File: config.mk
export PLATFORM = sky130hd
export DESIGN_NAME = count_d_reg
export DESIGN_NICKNAME = d
export VERILOG_FILES = /design/src/rtl/count_d_reg.sv
export SDC_FILE = /design/constraint.sdc
export NUM_CORES = 1
export LEC_CHECK = 0
export ABC_AREA = 1
export BUFFER_PORTS_ARGS = -buffer_cell sky130_fd_sc_hd__buf_2
export CORE_MARGIN = 3
export CORE_UTILIZATION = 38
export DETAILED_ROUTE_END_ITERATION = 8
export PLACE_DENSITY = 0.71
export SLEW_MARGIN = 20
export SYNTH_ARGS = -nofsm -noshare
export SYNTH_HDL_FRONTEND = slang
export SYNTH_SLANG_ARGS = --single-unit
File: constraint.sdc
create_clock -name clk -period 1.2 [get_ports clk]
set_input_delay 0.18 -clock clk [delete_from_list [all_inputs] [get_ports clk]]
set_output_delay 0.18 -clock clk [all_outputs]
set_load 0.005 [all_outputs]
File: src/rtl/count_d_reg.sv
// count_d_reg: an independent up-counter and a data register sharing only clock and reset.
//
// Parameters
//   CNT_WIDTH    counter width in bits (1-32)
//   REG_WIDTH    data register width in bits (1-64)
// Ports
//   clk          rising-edge clock
//   rst          asynchronous active-low reset, clears count and q
//   cnt_clr      synchronous counter clear (highest synchronous priority)
//   cnt_load     synchronous counter load of cnt_load_val
//   cnt_load_val counter load value
//   cnt_en       counter increment enable (wraps modulo 2^CNT_WIDTH)
//   count        counter value, register output
//   cnt_tc       terminal count, high while count is all ones
//   reg_clr      synchronous data-register clear (beats reg_en)
//   reg_en       data-register write enable
//   d            data-register input
//   q            data-register contents, register output
module count_d_reg #(
   parameter int unsigned CNT_WIDTH = 4,
   parameter int unsigned REG_WIDTH = 8
) (
   input  logic                 clk,
   input  logic                 rst,
   input  logic                 cnt_clr,
   input  logic                 cnt_load,
   input  logic [CNT_WIDTH-1:0] cnt_load_val,
   input  logic                 cnt_en,
   output logic [CNT_WIDTH-1:0] count,
   output logic                 cnt_tc,
   input  logic                 reg_clr,
   input  logic                 reg_en,
   input  logic [REG_WIDTH-1:0] d,
   output logic [REG_WIDTH-1:0] q
);

   logic [CNT_WIDTH-1:0] count_q, count_d;
   logic [REG_WIDTH-1:0] q_q, q_d;

   // Counter next state: clear > load > increment > hold.
   always_comb begin
      count_d = count_q;
      if (cnt_clr) begin
         count_d = '0;
      end else if (cnt_load) begin
         count_d = cnt_load_val;
      end else if (cnt_en) begin
         // Natural width truncation gives the wrap from all ones to zero.
         count_d = count_q + CNT_WIDTH'(1);
      end
   end

   // Data register next state: clear > write > hold.
   always_comb begin
      q_d = q_q;
      if (reg_clr) begin
         q_d = '0;
      end else if (reg_en) begin
         q_d = d;
      end
   end

   always_ff @(posedge clk or negedge rst) begin
      if (!rst) begin
         count_q <= '0;
      end else begin
         count_q <= count_d;
      end
   end

   always_ff @(posedge clk or negedge rst) begin
      if (!rst) begin
         q_q <= '0;
      end else begin
         q_q <= q_d;
      end
   end

   assign count  = count_q;
   assign q      = q_q;
   // Depends on the registered count only, never on inputs.
   assign cnt_tc = &count_q;

endmodule

## Yosys cells after proc, flatten, opt, wreduce, memory -nomap -nowiden

Cells that the tools add are included.

| word-level totals | value |
|---|---|
| bits in registers | 12 |
| output and inout port bits | 13 |
| input bits | 19 |
| memories kept | 0 |
| logic and storage cells | 11 |
| bits in latches | 0 |
| ROM bits | 0 |
| memory bits (writable) | 0 |

| operators by class | value |
|---|---|
| reductions and logical operators | 3 |
| add/subtract/negate cells | 1 |
| equality and inequality tests | 0 |
| shift operators | 0 |
| muxes and demuxes | 5 |
| bitwise gates (word level) | 0 |
| $mul | 0 |
| order comparisons | 0 |
| divide/modulo/power cells | 0 |

Operators by type and width:

| operator | count |
|---|---|
| 2-to-1 mux 8 bit | 2 |
| 2-to-1 mux 4 bit | 3 |
| adder 4 x 1 -> 4 bit (second input constant) | 1 |
| AND reduction 4 bit | 1 |
| nonzero test 3 bit | 1 |
| nonzero test 2 bit | 1 |

## Depth between registers and ports, before layout

Gate-level depths: netlist of the first run.

| depth | value |
|---|---|
| word-level depth | 4 |
| depth in mapped cells | 5 |
| mapped depth without buffers | 5 |

## Worst setup path after synthesis of the first run

OpenSTA, ideal clock, no wires.

| path | value |
|---|---|
| path kind | reg-to-reg |
| from | register count_q[0] (netlist: count[0]) |
| to | register count_q[1] (netlist: count[1]) |
| data required time | 1,067 ps |
| path slack | -24 ps |
| clock period less this slack | 1,224 ps |
| path buffers | 0 |
| stages on the path, launching flop included | 5 |
| data arrival time | 1,092 ps |
| library setup time | 133 ps |
| path through | dfrtp_1 ha_1 or2_2 o21ai_0 o21ai_0 |

| on the way | value |
|---|---|
| word-level cells in the longest chain between the ends | 4 |

RTL lines:

| what | line | RTL |
|---|---|---|
| start: declaration | 37 | `logic [CNT_WIDTH-1:0] count_q, count_d;` |
| start signal: assignment | 67 | `count_q <= count_d;` |
| adder 4 x 1 -> 4 bit | 49 | `count_d = count_q + CNT_WIDTH'(1);` |
| 2-to-1 mux 4 bit | 47 | `end else if (cnt_en) begin` |
| 2-to-1 mux 4 bit | 45 | `end else if (cnt_load) begin` |
| 2-to-1 mux 4 bit | 43 | `if (cnt_clr) begin` |

Every way passes these cells. The select of a mux whose other input is x is not followed.
A chain may end at the register's enable or synchronous reset.

## Worst setup path after layout of the first run

| path | value |
|---|---|
| from | register count_q[1] (netlist: count[1]) |
| to | output cnt_tc |

| on the way | value |
|---|---|
| word-level cells in the longest chain between the ends | 1 |

RTL lines:

| what | line | RTL |
|---|---|---|
| AND reduction 4 bit | 82 | `assign cnt_tc = &count_q;` |
| end: declaration | 30 | `output logic cnt_tc,` |

Every way passes these cells.

==> impl_metrics.yaml, run 1 <==
detailed_routing:
  ant_nets: 0
  post_drt_wl_per_cell_um: 11.45
  drc: 0
  drt_pass1_iterations: 4
  avgViaCountPerCell: 4.785
  first_iter_violations: 19
  vias: 579
  wl_mm: 1.386
timing:
  drv_slew: 0
  hold_violations: 0
  period_minus_slack_ns: 1.232
  final.setup_skew_ns: 0.002642
  setup-violations-final: 1
  fin_tns_setup_ns: -0.03198
  slew_headroom_pct: 68.62
  worstMarginPinSlew_ns: 0.4670
  fmax_mhz: 811.7
  period_share_pct: 102.7
  setup_ws_ns: -0.03198
  rsz0062_at_grt: "yes"
  hold_slack_ns: 0.1472
global_route:
  busiest_layer: "met2"
  grt_pass1_vias: 515
  grtUsageMet3_pct: 5.859
  use_met2_pct: 23.63
  grt_max_degree: 13
  grt_use_met1_pct: 17.79
  grt_pass1_wl_mm: 2.187
  antenna_found_initial: 0
  grt_usage_pct: 14.51
  grt_remaining_overflow: 0
place:
  place_area_sq_um: 787.0
  io_buffers: 31
  dpl.hpwl_mm: 1.073
  place.gp.congestion: 0.7701
  dp_slack_ns: 0.04683
  place_inst: 116
worst_setup_path:
  cp_top_family: "flip-flops"
  critPathKind: "flip-flop to output port"
  cp-end-kind: "output port"
  worstPathBufferInverterCount: 1
  critical_path_required_ns: 1.02
  max_stage_delay_ns: 0.38
  crit_fanout: 2
  cp-start-kind: "flip-flop"
  crit_arrival_ns: 1.05
  cp_slowest_cell: "dfrtp_1"
  crit_chain: "ha_2 -> nand2_1 -> nor2_1 -> buf_2"
synth:
  synthesis.area_sq_um: 618.1
  synth_cells: 70
  synth-compound-area-share_pct: 16.60
  yosys.area_share.simple_pct: 21.05
  yosys_warnings: 0
  ys_seq_area_share_pct: 48.58
  synthXorXnorAreaFrac_pct: 1.417
  synth_top_family_by_area: "simple AND/OR/NAND/NOR gates"
  avgSynthCellArea_sq_um: 8.830
  synth_nets: 90
  synthMuxAreaShare_pct: 0
  synth.distinct_cells: 15
  ys_ff_latch: 12
  synth_fa_ha_area_share_pct: 2.024
clock_tree:
  cts_buffer_depth: 2
  tritoncts: "yes"
  path_clk_slew_ns: 0.07
  htreeDepth: 1
  cts_inserted_buffers: 3
  clock_sinks: 12
  insertion_delay_ns: 0.27
  cts_root_buf: "clkbuf_4"
floorplanning:
  dieWidth_um: 46.33
  die_area_sq_mm: 0.002146
  initial_core_util_pct: 43.68
  ioPinCount: 32
  core_sq_mm: 0.001415
  die-height_um: 46.33
  fp-row-count: 13
pwr:
  power_mw: 0.8617
  power_density_mw_per_mm2: 1039
  ir_drop_mv: 0.7680
  leakagePower_nw: 0.4542
job:
  drv_cap: 0
layout:
  design_area_sq_um: 829.5
  drive_above_1_share_pct: 44.34
  fillers: 134
  final_cells: 121
  fin_util_pct: 58.62
  areaGrowthSynthToFinish_pct: 34.21
  fin_nets: 128
  insertedDiodeCount: 0
outcome:
  outcome: "finished, violations left"
  violations: "setup timing"
min_path:
  hold_class: "input pin to flip-flop"
## power breakdown
group	total (mW)	switching, mW	internal [mW]
registers	0.448	0.0168	0.431
logic	0.174	0.0894	0.0850
clock network	0.240	0.124	0.116
total	0.862	0.230	0.632
## state kept, by name (all words and copies together), names as in the netlist
register and count:
q 8, count 4
## layer usage
layer | vias to the layer above | wire, um
met4 | 0 | 0
met1 | 261 | 567
met5 | - | 0
li1 | 302 | -
met3 | 0 | 75
met2 | 16 | 744
## cell usage in the layout, fill, tap and decap left out
cell type      count
buf_2             31
buf_4              3
clkbuf_4           3
dfrtp_1           12
dlygate4sd3_1      1
ha_2               1
inv_1             11
nand2_1           10
nand3_1           10
nand4_1            1
nor2_1             5
nor3_1             1
o21ai_0            2
o21ai_1            3
o21ai_2            8
o21bai_1           1
or2_1              1
or2_4              1
xor2_1             1
## final cells by class
cell class	count	area [sq um]	area share, %
Tap cell	15	18.77	2.262
Sequential cell	12	300.3	36.20
Multi-Input combinational cell	45	259.0	31.22
Inverter	11	41.29	4.977
Clock buffer	3	22.52	2.715
Timing Repair Buffer	35	187.7	22.62
## logic make-up (layout without fill, tap and decap cells)
| logic type | after synthesis | count (layout) |
|---|---|---|
| xor+xnor | 1 | 1 |
| flops | 12 | 12 |
| buf+inv | 13 | 49 |
| compound gates | 14 | 14 |
| simple gates | 29 | 29 |
| fa+ha+maj | 1 | 1 |
## cells in the mapped netlist (all sizes together)
library cell	count	share of area, %
dfrtp	12	49
nand4	1	1.0
nand3	10	8.1
ha	1	2.0
or2	2	2.0
nor3	1	0.81
xor2	1	1.4
o21bai	1	1.2
nand2	10	6.1
buf	2	3.6
nor2	5	3.0
inv	11	6.7
o21ai	13	15
## worst min-delay path, stage by stage
cell,delay (ns)
buf_2,0.08
nand3_1,0.07
o21ai_2,0.05
## timing repair
item	4_1_cts	5_1_grt
endpoints found under the hold margin	12	0
gates resized for setup	1	1
hold buffers	1	0
pin swaps	1	1
setup endpoints to repair	1	2
buffers inserted	1	0
## worst paths after layout
| check | slack [ns] | to | cells after the start | startpoint |
|---|---|---|---|---|
| hold / removal | 0.15 | q[1] | 3 | d[1] |
| min in group asynchronous | 0.32 | q[6] | 2 | rst |
| setup / recovery | -0.03 | cnt_tc | 4 | count[1] |
| setup reg to reg | 0.05 | count[1] | 4 | count[1] |
| max in group asynchronous | 0.66 | q[3] | 2 | rst |
| hold reg to reg | 0.53 | q[5] | 2 | q[5] |
Note: power is estimated with default switching activity, not from simulation.
==> inputs of run 2 (changes only) <==
--- a/config.mk
+++ b/config.mk
@@ -11,6 +11,7 @@
 export CORE_UTILIZATION = 38
 export DETAILED_ROUTE_END_ITERATION = 8
 export PLACE_DENSITY = 0.71
+export RECOVER_POWER = 100
 export SLEW_MARGIN = 20
 export SYNTH_ARGS = -nofsm -noshare
 export SYNTH_HDL_FRONTEND = slang
==> run 2 against run 1 <==
Design area down 3.9%. Largest power group unchanged. Highest routed layer unchanged. Non-clock buffer count is the same. Largest cell class unchanged. Sequential share of layout area increased by 1.5 points. Total power is 1.3% lower. Critical endpoint unchanged. Clock-buffer cell count unchanged. The flow still finishes with violations (setup timing).
==> impl_metrics.yaml, run 2 (synthesis results as in run 1) <==
outcome:
  outcome: "finished, violations left"
  violations: "setup timing"
worst_setup_path:
  worstPathBufferInverterCount: 1
  r2r-start: "count[1]"
  critical_path_required_ns: 1.02
  r2r_cells: 4
  crit_arrival_ns: 1.05
  crit_fanout: 2
  rrSetupSlack_ns: 0.05
  max_stage_delay_ns: 0.38
  cp_slowest_cell: "dfrtp_1"
  r2r_end: "count[1]"
  critPathKind: "flip-flop to output port"
  cp-end-kind: "output port"
  cp_top_family: "flip-flops"
  crit_chain: "ha_2 -> nand2_1 -> nor2_1 -> buf_2"
  cp-start-kind: "flip-flop"
timing:
  fin_tns_setup_ns: -0.03103
  rsz0062_at_grt: "yes"
  fmax_mhz: 812.3
  worstMarginPinSlew_ns: 0.6489
  hold_violations: 0
  setup_ws_ns: -0.03103
  period_share_pct: 102.6
  drv_slew: 0
  period_minus_slack_ns: 1.231
  setup-violations-final: 1
  slew_headroom_pct: 56.74
  final.setup_skew_ns: 0.005703
min_path:
  hold_class: "input pin to flip-flop"
  hold_end: "q[1]"
  holdCritStartpoint: "d[1]"
  whs_path_depth: 3
floorplanning:
  dieWidth_um: 46.33
  die_area_sq_mm: 0.002146
  initial_core_util_pct: 43.68
  die-height_um: 46.33
  fp-row-count: 13
  ioPinCount: 32
  core_sq_mm: 0.001415
layout:
  design_area_sq_um: 797.0
  layout_common_cells: "26 x buf_2, 12 x dfrtp_1, 11 x inv_1"
  layout_commonest_cell: "buf_2"
  areaGrowthSynthToFinish_pct: 28.95
  largest_reg_flops: 8
  fillers: 144
  insertedDiodeCount: 0
  fin_nets: 128
  drive_above_1_share_pct: 33.02
pwr:
  power_mw: 0.8502
  power_density_mw_per_mm2: 1067
  combPwrFrac_pct: 18.6
  seq_power_share_pct: 52.6
  p_int_mw: 0.6230
  leakagePower_nw: 0.4228
  p_clk_share_pct: 28.7
  p_sw_share_pct: 26.73
  p_switching_mw: 0.2273
  ir_drop_mv: 0.7685
global_route:
  grt_max_degree: 13
  grt_remaining_overflow: 0
  grt_usage_pct: 14.51
  grt_pass1_wl_mm: 2.187
  grt_pass1_vias: 515
  antenna_found_initial: 0
detailed_routing:
  drt_pass1_iterations: 4
  drc: 0
  post_drt_wl_per_cell_um: 11.51
  met2WireLength_um: 728
  avgViaCountPerCell: 4.760
  met3WireLength_um: 79
  route.top_layer_used: "met3"
  ant_nets: 0
  met1Wirelength_um: 584
  first_iter_violations: 23
  vias: 576
  wl_mm: 1.393
clock_tree:
  tritoncts: "yes"
  htreeDepth: 1
  cts_inserted_buffers: 3
  cts_buffer_depth: 2
  insertion_delay_ns: 0.27
  cts_root_buf: "clkbuf_4"
  clock_sinks: 12
  path_clk_slew_ns: 0.07
place:
  place.gp.congestion: 0.7701
  dp_slack_ns: 0.04683
  dpl.hpwl_mm: 1.073
  io_buffers: 31
  place_area_sq_um: 787.0
job:
  drv_cap: 0
## run 2: layer usage
metal / up-vias / track usage, %
met3: 0 / 5.859
li1: 300 / -
met4: 0 / 3.409
met5: - / 0
met1: 261 / 17.79
met2: 15 / 23.63
## run 2: how the worst max path moves through the flow
stage | from | to | slack [ns] | depth (start not counted)
2_1_floorplan | count[1] | count[1] | 0.03 | 4
3_3_place_gp | count[1] | count[1] | 0.08 | 4
3_5_place_dp | count[1] | count[1] | 0.05 | 4
4_1_cts | count[0] | cnt_tc | -0.03 | 4
5_1_grt | count[1] | cnt_tc | -0.11 | 4
6_report | count[1] | cnt_tc | -0.03 | 4
## run 2: power groups by stage
stage / clock, mW / combinational [mW] / sequential (mW)
floorplan: 0 / 0.0806 / 0.462
finish: 0.244 / 0.158 / 0.448
global route: 0.276 / 0.181 / 0.451
detailed placement: 0 / 0.170 / 0.455
CTS: 0.251 / 0.176 / 0.448
global placement: 0 / 0.165 / 0.455
## run 2: worst reg2reg max path: stages (launching register included)
cell and delay (ns):
dfrtp_1 0.38, ha_2 0.27, or2_4 0.22, o21ai_1 0.07
o21ai_1 0.08
## run 2: cell type report
type	count	area, sq um	area share, %
Clock buffer	3	22.52	2.826
Inverter	11	41.29	5.181
Multi-Input combinational cell	45	236.5	29.67
Sequential cell	12	300.3	37.68
Tap cell	15	18.77	2.355
Timing Repair Buffer	35	177.7	22.29
## run 2: what timing repair did
action                                  CTS  global route
gates resized for setup                   1             1
pin swaps                                 1             1
hold endpoints to repair                 12             0
endpoints found under the setup margin    1             2
hold buffers                              1             0
buffers inserted                          1             0
## run 2: metrics by stage
stage	util (%)	hold slack, ns	cells
2_1_floorplan	-	-0.1156	70
3_3_place_gp	55.61	0.07280	116
3_5_place_dp	55.61	0.07511	116
4_1_cts	58.62	0.1454	121
5_1_grt	56.32	0.1545	121
6_report	56.32	0.1361	121
==> inputs of run 3 (changes only) <==
--- a/config.mk
+++ b/config.mk
@@ -5,10 +5,9 @@
 export SDC_FILE = /design/constraint.sdc
 export NUM_CORES = 1
 export LEC_CHECK = 0
-export ABC_AREA = 1
 export BUFFER_PORTS_ARGS = -buffer_cell sky130_fd_sc_hd__buf_2
 export CORE_MARGIN = 3
-export CORE_UTILIZATION = 38
+export CORE_UTILIZATION = 37
 export DETAILED_ROUTE_END_ITERATION = 8
 export PLACE_DENSITY = 0.71
 export RECOVER_POWER = 100
==> run 3 against run 2 <==
The run still ends with setup timing left. Via count decreased by 18%. Critical endpoint unchanged. Final cell count decreased by 17%. Register-to-register slack got worse by 0.08 ns. Combinational power increased by 5%. Highest routed layer is now met4. Routed wire length decreased by 13%. Largest cell class unchanged. Synthesized area decreased by 11%. Critical path depth decreased by 1. Die area decreased by 7.1%. Global-route usage decreased by 0.92 points. Critical path type unchanged.
==> impl_metrics.yaml, run 3 <==
clock_tree:
  tritoncts: "yes"
  cts_root_buf: "clkbuf_4"
  clock_sinks: 12
  cts_buffer_depth: 2
  cts_inserted_buffers: 3
  path_clk_slew_ns: 0.07
  insertion_delay_ns: 0.27
  htreeDepth: 1
synth:
  yosysMostFrequentCell: "dfrtp_1"
  synth_nets: 69
  yosys.area_share.simple_pct: 9.729
  synth_top_cell_by_area: "dfrtp_1"
  synth_fa_ha_area_share_pct: 2.262
  synth_top_family_by_area: "multiplexers"
  avgSynthCellArea_sq_um: 11.29
  synthArstFlopShare_pct: 100.0
  netlist_top_cells_area: "dfrtp_1 54%, mux2i_1 18%, nor2_1 6.8%"
  synth_cells: 49
  synthMuxAreaShare_pct: 20.14
  synth-edff-count: 0
  ys.flop_type: "dfrtp_1"
  ys_ff_latch: 12
  synth.distinct_cells: 16
  yosys_warnings: 0
  ys_seq_area_share_pct: 54.30
  synth_top_area_share_pct: 54.30
  synthXorXnorAreaFrac_pct: 4.751
  synthesis.area_sq_um: 553.0
  synth-compound-area-share_pct: 4.525
  netlist_top_cells_count: "12 x dfrtp_1, 10 x mux2i_1, 10 x nor2_1"
pwr:
  combPwrFrac_pct: 17.9
  leakagePower_nw: 0.4506
  p_sw_share_pct: 23.77
  power_density_mw_per_mm2: 1144
  p_clk_share_pct: 33.9
  seq_power_share_pct: 48.2
  p_switching_mw: 0.2208
  p_int_mw: 0.7078
  ir_drop_mv: 0.4675
floorplanning:
  die-height_um: 44.66
  initial_core_util_pct: 40.96
  core_sq_mm: 0.001350
  die_area_sq_mm: 0.001995
  dieWidth_um: 44.66
  fp-row-count: 13
  ioPinCount: 32
worst_setup_path:
  crit_chain: "ha_4 -> and3_4 -> buf_6"
  crit_arrival_ns: 1.10
  cp_slowest_cell: "dfrtp_1"
  critical_path_required_ns: 1.02
  max_stage_delay_ns: 0.42
  cp-end-kind: "output port"
  cp-start-kind: "flip-flop"
  crit_fanout: 2
  critPathKind: "flip-flop to output port"
detailed_routing:
  first_iter_violations: 2
  post_drt_wl_per_cell_um: 12.06
  met1Wirelength_um: 496
  drt_pass1_iterations: 4
  ant_nets: 0
  vias: 475
  met3WireLength_um: 143
  wl_mm: 1.206
  avgViaCountPerCell: 4.750
  drc: 0
  route.top_layer_used: "met4"
  met2WireLength_um: 561
place:
  io_buffers: 31
  dp_slack_ns: -0.007495
  place_area_sq_um: 729.5
  place.gp.congestion: 0.6576
  place_inst: 94
timing:
  hold_slack_ns: 0.1088
  fmax_mhz: 779.4
  rsz0062_at_grt: "yes"
  drv_slew: 0
  setup_ws_ns: -0.08309
  setup-violations-final: 3
  final.setup_skew_ns: 0.003410
  period_share_pct: 106.9
  period_minus_slack_ns: 1.283
  fin_tns_setup_ns: -0.1318
  worstMarginPinSlew_ns: 0.6221
  hold_violations: 0
  slew_headroom_pct: 58.53
global_route:
  grt_pass1_wl_mm: 1.911
  grt_usage_pct: 13.59
  grt_max_degree: 13
  grt_pass1_vias: 475
  antenna_found_initial: 0
  grt_remaining_overflow: 0
layout:
  areaGrowthSynthToFinish_pct: 46.83
  design_area_sq_um: 812.0
  layout_common_cells: "25 x buf_2, 12 x dfrtp_1, 10 x mux2i_1, 10 x nor2_1, 4 x clkbuf_1"
  layout_commonest_cell: "buf_2"
  insertedDiodeCount: 0
  fillers: 120
  drive_above_1_share_pct: 43.53
  final_cells: 100
  largest_reg_flops: 8
  fin_nets: 106
outcome:
  outcome: "finished, violations left"
  violations: "setup timing"
job:
  drv_cap: 0
min_path:
  hold_class: "input pin to flip-flop"
-- run 3: cell types whose count changed after synthesis, moves of 2 or more --
cell	change
nor2_1	+5
o21a_1	+2
o21ai_0	-5
o21ai_2	-8
nand2_1	-9
nand3_1	-10
mux2i_1	+10
xnor2_1	+2
inv_1	-9
buf_6	-2
a21oi_1	+2
-- run 3: critical path, delay by kind of cell (launching register included) --
family / cells / cell delay [ns]
buffers and inverters: 1 / 0.11
adder cells (fa/ha/maj): 1 / 0.17
AND/OR/NAND/NOR: 1 / 0.14
flip-flops: 1 / 0.42
-- run 3: worst paths after layout --
check	slack, ns	startpoint	to	cells past startpoint
min in group asynchronous	0.43	rst	q[2]	2
max in group asynchronous	0.37	rst	count[1]	2
max reg2reg	-0.03	count[1]	count[1]	5
min	0.11	cnt_clr	count[0]	2
max	-0.08	count[0]	cnt_tc	3
min reg2reg	0.52	q[2]	q[2]	2
-- run 3: per-layer routing --
layer  up-vias  global-route usage (%)
li1        232                       -
met1       216                   15.40
met2        25                   21.20
met3         2                   4.878
met4         0                   9.036
met5         -                       0
-- run 3: cells by family (layout without fill, tap and decap cells) --
group / after synthesis / after routing
mux: 11 / 11
flops: 12 / 12
simple gates: 13 / 13
buf+inv: 5 / 41
fa+ha+maj: 1 / 1
compound gates: 4 / 4
xor+xnor: 3 / 3
-- run 3: power groups by stage --
stage / sequential [mW] / clock, mW / combinational, mW
after floorplan: 0.457 / 0 / 0.0702
after global placement: 0.450 / 0 / 0.151
after CTS: 0.444 / 0.329 / 0.168
after global routing: 0.451 / 0.353 / 0.188
after detailed placement: 0.452 / 0 / 0.154
final: 0.447 / 0.315 / 0.166
-- run 3: cell type report --
| class | instances | area [sq um] | area share (%) |
|---|---|---|---|
| clock buffers | 4 | 36.28 | 4.468 |
| repair buffers | 35 | 198.9 | 24.50 |
| inverters | 2 | 7.507 | 0.9245 |
| multi-input cells | 32 | 250.2 | 30.82 |
| well taps | 15 | 18.77 | 2.311 |
| flip-flops and latches | 12 | 300.3 | 36.98 |
-- run 3: stage by stage --
step | power, mW | utilization (%)
after floorplan | 0.5273 | -
after CTS | 0.9411 | 59.78
final | 0.9286 | 60.15
after global routing | 0.9919 | 60.15
after global placement | 0.6018 | 54.03
after detailed placement | 0.6061 | 54.03
-- run 3: timing repair --
| item | CTS | global route |
|---|---|---|
| setup buffers | 1 | 0 |
| hold endpoints to repair | 12 | 0 |
| hold buffers | 1 | 0 |
| gates resized for setup | 5 | 1 |
| pin swaps | 1 | 1 |
| setup endpoints to repair | 2 | 3 |
